File: src/rtl/ccd_pkg.sv
// Shared CCD acquisition/packer types and constants.
// Pixel count here is also used by the acquisition stage.
package ccd_pkg;

  localparam int unsigned CCD_PIXELS = 1024;
  localparam logic [7:0]  CCD_SYNC0  = 8'hA5;
  localparam logic [7:0]  CCD_SYNC1  = 8'h5A;

  typedef enum logic [3:0] {
    P_IDLE,
    P_HDR0,
    P_HDR1,
    P_CNT,
    P_LENH,
    P_LENL,
    P_RDREQ,
    P_RDWAIT,
    P_PIX,
    P_CSUM,
    P_DONE
  } packer_state_t;

  function automatic logic [7:0] csum_add(
    input logic [7:0] acc,
    input logic [7:0] b
  );
    return acc + b;
  endfunction

endpackage

File: src/rtl/byte_tx_hold.sv
// Byte output register: holds tx_data/tx_valid until the sink accepts.
// Shared with the UART transmitter front end.
module byte_tx_hold (
  input  logic       clk,
  input  logic       rst,
  input  logic       load,
  input  logic [7:0] load_data,
  input  logic       tx_ready,
  output logic [7:0] tx_data,
  output logic       tx_valid
);

  always_ff @(posedge clk or posedge rst) begin
    if (rst) begin
      tx_data  <= 8'h00;
      tx_valid <= 1'b0;
    end else if (load) begin
      tx_data  <= load_data;
      tx_valid <= 1'b1;
    end else if (tx_valid & tx_ready) begin
      tx_valid <= 1'b0;
    end
  end

endmodule

File: src/rtl/ccd_frame_packer.sv
// Drains one pixel line from the FIFO into a sync/cnt/len/pixels packet.
// Define CCD_PACKER_CHECKSUM_EN to append a mod-256 checksum byte.
module ccd_frame_packer
  import ccd_pkg::*;
#(
  parameter int unsigned PIXELS = CCD_PIXELS,
  parameter logic [7:0]  SYNC0  = CCD_SYNC0,
  parameter logic [7:0]  SYNC1  = CCD_SYNC1
) (
  input  logic       clk,
  input  logic       rst,
  input  logic       frame_start,
  input  logic [7:0] fifo_q,
  input  logic       fifo_rdempty,
  output logic       fifo_rdreq,
  output logic [7:0] tx_data,
  output logic       tx_valid,
  input  logic       tx_ready,
  output logic       busy,
  output logic [7:0] frame_cnt,
  output logic       overrun
);

  localparam logic [15:0] LEN = 16'(PIXELS);

  packer_state_t state;
  packer_state_t state_nxt;

  logic        fs_d;
  logic        start;
  logic        accept;
  logic        load;
  logic [7:0]  load_data;
  logic [15:0] pix_cnt;
  logic [15:0] pix_inc;
  logic        last_pix;

  assign start    = frame_start & ~fs_d;
  assign accept   = tx_valid & tx_ready;
  assign pix_inc  = pix_cnt + 16'd1;
  assign last_pix = !(pix_inc < LEN);

`ifdef CCD_PACKER_CHECKSUM_EN
  logic [7:0] csum;
  logic [7:0] csum_out;
  logic       csum_byte;

  assign csum_byte = (state == P_CNT)
                  || (state == P_LENH)
                  || (state == P_LENL)
                  || (state == P_PIX);
  // Final value folds in the pixel being accepted this cycle.
  assign csum_out = csum_add(csum, tx_data);

  always_ff @(posedge clk or posedge rst) begin
    if (rst) begin
      csum <= 8'h00;
    end else if (state == P_IDLE) begin
      csum <= 8'h00;
    end else if (accept && csum_byte) begin
      csum <= csum_add(csum, tx_data);
    end
  end
`endif

  byte_tx_hold u_hold (
    .clk       (clk),
    .rst       (rst),
    .load      (load),
    .load_data (load_data),
    .tx_ready  (tx_ready),
    .tx_data   (tx_data),
    .tx_valid  (tx_valid)
  );

  always_ff @(posedge clk or posedge rst) begin
    if (rst) begin
      state <= P_IDLE;
    end else begin
      state <= state_nxt;
    end
  end

  always_comb begin
    state_nxt = state;
    unique case (state)
      P_IDLE:   if (start)  state_nxt = P_HDR0;
      P_HDR0:   if (accept) state_nxt = P_HDR1;
      P_HDR1:   if (accept) state_nxt = P_CNT;
      P_CNT:    if (accept) state_nxt = P_LENH;
      P_LENH:   if (accept) state_nxt = P_LENL;
      P_LENL:   if (accept) state_nxt = P_RDREQ;
      P_RDREQ:  if (!fifo_rdempty) state_nxt = P_RDWAIT;
      P_RDWAIT: state_nxt = P_PIX;
      P_PIX: begin
        if (accept) begin
          if (!last_pix) begin
            state_nxt = P_RDREQ;
          end else begin
`ifdef CCD_PACKER_CHECKSUM_EN
            state_nxt = P_CSUM;
`else
            state_nxt = P_DONE;
`endif
          end
        end
      end
`ifdef CCD_PACKER_CHECKSUM_EN
      P_CSUM:   if (accept) state_nxt = P_DONE;
`endif
      P_DONE:   state_nxt = P_IDLE;
      default:  state_nxt = P_IDLE;
    endcase
  end

  // Each byte is loaded on the edge that enters the state sending it.
  always_comb begin
    busy       = (state != P_IDLE);
    fifo_rdreq = 1'b0;
    load       = 1'b0;
    load_data  = tx_data;
    unique case (state)
      P_IDLE: begin
        load      = start;
        load_data = SYNC0;
      end
      P_HDR0: begin
        load      = accept;
        load_data = SYNC1;
      end
      P_HDR1: begin
        load      = accept;
        load_data = frame_cnt;
      end
      P_CNT: begin
        load      = accept;
        load_data = LEN[15:8];
      end
      P_LENH: begin
        load      = accept;
        load_data = LEN[7:0];
      end
      P_RDREQ: begin
        fifo_rdreq = !fifo_rdempty;
      end
      P_RDWAIT: begin
        load      = 1'b1;
        load_data = fifo_q;
      end
      P_PIX: begin
`ifdef CCD_PACKER_CHECKSUM_EN
        load      = accept && last_pix;
        load_data = csum_out;
`endif
      end
      default: ;
    endcase
  end

  always_ff @(posedge clk or posedge rst) begin
    if (rst) begin
      fs_d      <= 1'b0;
      pix_cnt   <= 16'd0;
      frame_cnt <= 8'd0;
      overrun   <= 1'b0;
    end else begin
      fs_d <= frame_start;
      if (state == P_LENL) begin
        pix_cnt <= 16'd0;
      end else if (state == P_PIX && accept) begin
        pix_cnt <= pix_inc;
      end
      if (state == P_DONE) begin
        frame_cnt <= frame_cnt + 8'd1;
      end
      if (start && state != P_IDLE) begin
        overrun <= 1'b1;
      end
    end
  end

endmodule

File: config.mk
export PLATFORM = sky130hd
export DESIGN_NAME = ccd_frame_packer
export DESIGN_NICKNAME = d
export VERILOG_FILES = /design/src/rtl/ccd_pkg.sv /design/src/rtl/byte_tx_hold.sv /design/src/rtl/ccd_frame_packer.sv
export SDC_FILE = /design/constraint.sdc
export NUM_CORES = 1
export LEC_CHECK = 0
export BUFFER_PORTS_ARGS = -buffer_cell sky130_fd_sc_hd__buf_2
export CAP_MARGIN = 20
export CORE_AREA = 2 2 67 69
export CTS_BUF_LIST = sky130_fd_sc_hd__clkbuf_16
export CTS_CLUSTER_SIZE = 16
export DETAILED_ROUTE_END_ITERATION = 10
export DIE_AREA = 0 0 69 71
export PLACE_DENSITY_LB_ADDON = 0.1
export SYNTH_ARGS = -nofsm -noshare
export SYNTH_HDL_FRONTEND = slang
export SYNTH_SLANG_ARGS = --single-unit
File: constraint.sdc
create_clock -name clk -period 4.2 [get_ports clk]
set_input_delay 0.63 -clock clk [delete_from_list [all_inputs] [get_ports clk]]
set_output_delay 0.63 -clock clk [all_outputs]
set_load 0.02 [all_outputs]
==> results list, run 1 <==
- Arrival time at the worst endpoint: 1780 ps
- Sequential power share: 39.6%
* Clock latency reported for the late side of the worst-skew pair: 280 ps
- Switching power: 0.000515 W
- The core region is 4200 um2.
* Final-layout setup total negative slack: 0 ps
* Number of filler cells placed in the layout: 386
* Number of flops mapped to enable cells by yosys: 0
- Max-slew violations: 0
- Summed over all nets, the half-perimeter wirelength after detailed placement is 3180 um.
- The internal power of the cells totals 0.000836 W.
- Routability-driven placement finished with a final weighted congestion of 0.864.
* Clk sinks: 39
- Max-Slew Margin vs Limit: 57.7%
- Tracing the worst setup path back leads to its startpoint at state[1].
* Clk pin slew, worst setup/hold paths: 50 ps
- Period minus WS final: 2410 ps
- Fmax: 415 MHz
- Routed Wire Length: 4640 um
- The die covers 4900 um2.
* Leakage power summed over all cells: 1.17 nW
- After synthesis, the netlist uses 49 different library cells.
* Starting DRC count in detailed routing: 212
- Power density normalized to cell area: 547 nW/um2
- In the synthesized netlist the dominant register cell turns out to be sky130_fd_sc_hd__dfrtp_1.
- Count of TritonRoute iterations in the first routing pass: 4
- Yosys warning count: 0
- Critical hold path startpoint: overrun
- Total nets after synthesis: 249
* Number of buffers inserted by port buffering: 32
- Detailed routing inserted a total of 1768 vias.
- The clock passes through at most 2 buffers.
* Number of global-route vias before repair: 1669
* Switching Share: 38.1%
- Syn avg cell area: 9.30 um2
- Vertical extent of the die: 71 um
* Fraction of synthesis flops using an asynchronous set or reset pin: 100%
- For the worst setup path, the data required time is 3570 ps.
- STA classifies the critical path endpoint as an output port.
- Skew final: 4.12 ps
- The startpoint identified for the worst register-to-register timing path is state[1].
* Transition at the pin with the smallest max-transition slack: 630 ps
- Boundary pin count: 33
- For this run, the slowest stage of the critical path takes 680 ps.
- Of all nets on the critical path, the largest fanout is 19.
* Post-Synthesis Cell Area: 2180 um2
- TritonCTS clock tree: built
- Result of the run: finished clean
- The worst-case IR drop observed on VDD is 0.000280 V.
* Area growth, synth to finish: 13.6%
* Most common library cell in the layout ignoring fill and taps: sky130_fd_sc_hd__dfrtp_1
- Nature of the critical path startpoint: register
- The total overflow left after global routing is 0.
- After clock tree synthesis, the repair step resized 0 gates.
* Share of the yosys chip area belonging to registers: 44.8%
* Routed via count divided by cell count: 5.63
* Fraction of final layout cells sized beyond drive strength 1: 19.5%
- The first global-routing pass estimated 7870 um of wire.
* CTS Hold Bufs: 0
* GR Util All Layers: 20.0%
- Slowest stage cell on the critical path: sky130_fd_sc_hd__dfrtp_1
- Cells along the critical path: inv_1, nor2_1, and3b_1, buf_2
- Pin count of the biggest net entering global routing: 40
- The tree is rooted in a sky130_fd_sc_hd__clkbuf_16.
- DRC violation count after routing: 0
- The H-tree generated during clock tree synthesis spans 2 levels.
- Synthesis-stage register bit count: 39
- The floorplan has 24 rows.
* Antenna viol nets, final: 0
* Final number of hold-violating endpoints: 0
* Clock buffers created by TritonCTS: 5
* N_diodes: 0
- Type of the worst min-delay path: reg -> reg
- Final worst-path cycle share: 57.4%
- Buffers added to address setup during post-CTS repair amount to 0.
- Setup repair after global routing left no endpoint under its margin.
- Layout Utilization: 58.8%
- In the final design database the tool counted 276 nets.
- Measured along the x axis, the die boundary spans 69 um.
* Logic pwr share: 34.0%
- For this configuration, the core starts out at a cell density of 51.8%.
- Critical Setup Path Class: reg -> out
- Synthesis produced a netlist whose cell count is 234.
* Worst slack on hold paths: 455 ps
* Final Setup Violations: 0
* Leading cell types in the layout, fill and taps excluded: sky130_fd_sc_hd__dfrtp_1, sky130_fd_sc_hd__buf_2, sky130_fd_sc_hd__nand2_1, sky130_fd_sc_hd__nor2_1
* Wire length per cell: 14.8 um
* Number of antenna violations at the first check in global routing: 0
- Of the total power, the clock network draws 26.4%.
- Across the run, the number of max-cap violations was 0.
[routing by layer]
layer  track usage [%]  vias up  routed length (um)
li1                  -      884                   -
met1              28.5      830                2340
met2              29.4       45                1990
met3              5.41        9                 235
met4              7.19        0                  80
met5                 0        -                   0
[cells in the mapped netlist, types with 5 or more instances]
cell | instances | area, um2
sky130_fd_sc_hd__a21oi_1 | 10 | 50.1
sky130_fd_sc_hd__buf_2 | 6 | 30.0
sky130_fd_sc_hd__dfrtp_1 | 39 | 976
sky130_fd_sc_hd__inv_1 | 12 | 45.0
sky130_fd_sc_hd__nand2_1 | 22 | 82.6
sky130_fd_sc_hd__nand3_1 | 8 | 40.0
sky130_fd_sc_hd__nand4_1 | 13 | 81.3
sky130_fd_sc_hd__nor2_1 | 20 | 75.1
sky130_fd_sc_hd__o21ai_0 | 14 | 70.1
sky130_fd_sc_hd__o21ai_1 | 5 | 25.0
sky130_fd_sc_hd__xnor2_1 | 8 | 70.1
sky130_fd_sc_hd__xor2_1 | 10 | 87.6
[through the flow]
stage	setup WS (ps)	instance area (um2)	total power, W	cells
floorplan	2410	2180	0.000886	234
CTS	1810	2470	0.00136	314
global route	1660	2470	0.00143	314
global placement	2010	2330	0.000993	306
finish	1790	2470	0.00135	314
detailed placement	1920	2330	0.000998	306
[flip-flops by register name (all words and copies together), names as in the netlist]
signal           count
fs_d                 1
u_hold.tx_valid      1
u_hold.tx_data       8
overrun              1
state                4
pix_cnt             16
frame_cnt            8
[layout make-up]
class	instances	area, um2	area share [%]
multi-input combinational	170	1080	43.7
clock inverter	3	12.5	0.506
sequential	39	976	39.5
timing repair buffer	33	168	6.78
clock buffer	5	125	5.06
tap	52	65.1	2.63
inverter	12	45.0	1.82
[power groups by stage]
stage	registers (W)	logic (W)	clock network, W
6_report	0.000535	0.000460	0.000357
2_1_floorplan	0.000539	0.000348	0
5_1_grt	0.000550	0.000504	0.000380
3_3_place_gp	0.000537	0.000455	0
3_5_place_dp	0.000540	0.000458	0
4_1_cts	0.000534	0.000462	0.000363
[worst max-delay path, delay by kind of cell, from the launching register on]
kind          cells  cell delay (ps)
simple gates      2              470
flops             1              680
buf+inv           2              350
[logic make-up (layout without fill, tap and decap cells)]
family | Yosys count | in the layout | synth area share [%]
AO/OA/AOI/OAI | 55 | 55 | 17.2
XOR/XNOR | 18 | 18 | 7.24
adder cells (fa/ha/maj) | 2 | 2 | 1.15
buffers and inverters | 25 | 53 | 5.52
flip-flops | 39 | 39 | 44.8
multiplexers | 6 | 6 | 2.87
AND/OR/NAND/NOR | 89 | 89 | 21.2
[path summary, 6_finish.rpt]
kind | slack, ps | end | cells after the start
worst min register to register | 460 | overrun | 1
max in group asynchronous | 3390 | u_hold.tx_data[2] | 3
worst max-delay path | 1790 | fifo_rdreq | 4
min in group asynchronous | 460 | frame_cnt[7] | 3
worst min-delay path | 460 | overrun | 1
worst max register to register | 1910 | pix_cnt[11] | 5
(Power assumes the default switching activity.)
==> run 2: changes to the inputs <==
==> constraint.sdc (replaced) <==
create_clock -name clk -period 2.4 [get_ports clk]
set_input_delay 0.36 -clock clk [delete_from_list [all_inputs] [get_ports clk]]
set_output_delay 0.36 -clock clk [all_outputs]
set_load 0.02 [all_outputs]
==> results list, run 2 (same netlist as run 1, synthesis figures left out) <==
* Result of the run: finished clean
* Switching power: 0.000928 W (+80%)
* Number of buffers inserted by port buffering: 32 (unchanged)
- Count of maximum capacitance violations: 0 (unchanged)
- Total Power: 0.00243 W (+80%)
- Power density normalized to cell area: 961 nW/um2 (+76%)
- TritonCTS clock tree: built
- Worst setup slack for register-to-register paths: 430 ps (-1480 ps)
- Clock latency reported for the late side of the worst-skew pair: 280 ps (about the same)
* Clock buffers created by TritonCTS: 5 (unchanged)
* Logic pwr share: 36.6% (+2.6 points)
- Slowest stage cell on the critical path: sky130_fd_sc_hd__or4b_4
- The largest registers in the layout are pix_cnt (16), frame_cnt (8), u_hold.tx_data (8).
- Starting DRC count in detailed routing: 116 (-45%)
- Depth of the most critical reg-to-reg path: 6 (+1)
* Period minus WS final: 1970 ps
- Final worst-path cycle share: 82.2%
- Max-Slew Margin vs Limit: 58.9% (+1.2 points)
- The width of the chip came to 69 um (unchanged).
- Clock power share: 26.9% (+0.5 points)
* Skew final: 5.60 ps (+1.49 ps)
* FF/Latch Area: 976 um2 (unchanged)
- The core area was 4200 um2 (unchanged).
- Maximum ir drop on the vdd rail: 0.000476 V (+70%)
- Die area: 4900 um2 (unchanged)
- The overall die height came to 71 um (unchanged).
* Leakage power summed over all cells: 1.20 nW (+2.3%)
- Clk pin slew, worst setup/hold paths: 60 ps (about the same)
- Final number of hold-violating endpoints: 0 (unchanged)
- The worst stage delay on the critical path came to 590 ps (-90 ps).
- Largest reg by FF count: pix_cnt
- The I/O pin total was 33 (unchanged).
- The biggest fanout along the worst timing path came to 14 (-5).
- Final-layout setup total negative slack: 0 ps (unchanged)
- The initial antenna violation count came to 0 (unchanged).
* Count of TritonRoute iterations in the first routing pass: 4 (unchanged)
- Nature of the critical path startpoint: register
- Internal portion of total power: 0.00151 W (+80%)
* Post-DP HPWL: 3400 um (+6.9%)
* Cts repair resizes: 0 (unchanged)
- Arrival time at the worst endpoint: 2150 ps (+370 ps)
- Pin count of the biggest net entering global routing: 40 (unchanged)
- RSZ-0062 raised after global routing: no
* N_diodes: 0 (unchanged)
- The CTS H-tree depth came to 2 (unchanged).
- The total routed wirelength came to 4920 um (+6.0%).
* Post-CTS setup repair buffer count: 0 (unchanged)
* CTS Root Cell: sky130_fd_sc_hd__clkbuf_16
- The required arrival time at the worst endpoint came to 2570 ps (-1000 ps).
- Maximum root-to-sink buffer count: 2 (unchanged)
* Wire length of the first global-routing pass: 8270 um (+5.0%)
* CTS Hold Bufs: 0 (unchanged)
* Final Setup Violations: 0 (unchanged)
- The global routing usage on met2 was 31.2% (+1.8 points).
* DRC violation count after routing: 0 (unchanged)
- The area growth from synthesis to layout is 16.3%.
- Global Route met3 Usage: 4.27% (-1.1 points)
- The via count of the first global-routing pass was 1672 (+0.18%).
* Leading cell types in the layout, fill and taps excluded: sky130_fd_sc_hd__dfrtp_1, sky130_fd_sc_hd__buf_2, sky130_fd_sc_hd__nand2_1, sky130_fd_sc_hd__nor2_1, sky130_fd_sc_hd__o21ai_0
- The final global-route overflow total is 0 (unchanged).
- Clk sinks: 39 (unchanged)
* Cells along the critical path: or4b_4, nor2_2, buf_4, nand4_1, xor2_1, nor2_1
* Vias: 1784 (+0.90%)
- Fmax: 507 MHz
- The proportion of layout cells with a drive suffix above 1 came to 22.3% (+2.8 points).
- Switching Share: 38.1% (about the same)
- Initial Util: 51.8% (unchanged)
- Net count reported at finish: 283 (+2.5%)
* Sequential power share: 36.4% (-3.2 points)
- Type of the worst min-delay path: in -> async
- The number of filler instances in the final layout was 391 (+1.3%).
- Antenna viol nets, final: 0 (unchanged)
- The routability congestion estimate came to 0.865 (+0.19%).
- Max-slew violations: 0 (unchanged)
* Area occupied by multi-input gates: 1080 um2 (unchanged)
- The library cell used most frequently in the layout, excluding fill and tap cells, is sky130_fd_sc_hd__dfrtp_1.
* Transition at the pin with the smallest max-transition slack: 612 ps (-18.7 ps)
* Type of element capturing the critical path: register
- The flip-flop count of the largest register after layout came to 16 (unchanged).
- The total routing usage reported by global routing is 21.3% (+1.3 points).
- Routed via count divided by cell count: 5.56 (-1.3%)
* Busiest layer in global routing: met1
- The number of cell rows came to 24 (unchanged).
- Wire length per cell: 15.3 um (+3.7%)
- The worst setup path is of the reg -> reg kind.
- Met1 capacity usage during global routing: 31.9% (+3.4 points)
==> run 2: through the flow <==
stage | instances | instance area, um2 | hold slack [ps] | util, % | setup slack, ps
after floorplan | 234 | 2180 | 391 | - | 611
after global placement | 313 | 2390 | 435 | 56.8 | 507
after detailed placement | 313 | 2390 | 444 | 56.8 | 441
after CTS | 321 | 2530 | 197 | 60.2 | 441
after global routing | 321 | 2530 | 209 | 60.2 | 284
final | 321 | 2530 | 192 | 60.2 | 428
==> run 2: area by class of cell <==
class                           count  area share (%)
Clock inverter                      3           0.791
Multi-Input combinational cell    170            42.7
Tap cell                           52            2.57
Sequential cell                    39            38.5
Timing Repair Buffer               40            8.70
Inverter                           12            1.78
Clock buffer                        5            4.94
==> run 2: per-layer routing <==
| layer | share of wire [%] | vias up |
|---|---|---|
| li1 | - | 908 |
| met4 | 0.53 | 0 |
| met2 | 45 | 28 |
| met3 | 2.8 | 4 |
| met1 | 52 | 844 |
| met5 | 0 | - |
==> run 2: critical path: cells and delay by family (launching register included) <==
family / cells / cell delay [ps]
and+or+nand+nor: 4 / 980
DFF: 1 / 520
buffers and inverters: 1 / 200
xor gates and xnor gates: 1 / 160
==> run 2: path summary, 6_finish.rpt <==
path / end / start
setup / recovery: pix_cnt[4] / state[0]
max in group asynchronous: pix_cnt[14] / rst
setup reg to reg: pix_cnt[4] / state[0]
hold / removal: pix_cnt[2] / rst
hold reg to reg: overrun / overrun
min in group clk: fs_d / frame_start
==> run 2: power by group through the flow <==
stage | clock network, W | logic (W) | registers [W]
finish | 0.000656 | 0.000892 | 0.000886
global route | 0.000695 | 0.000996 | 0.000906
CTS | 0.000675 | 0.000902 | 0.000887
detailed placement | 0 | 0.000895 | 0.000897
global placement | 0 | 0.000888 | 0.000889
floorplan | 0 | 0.000609 | 0.000943
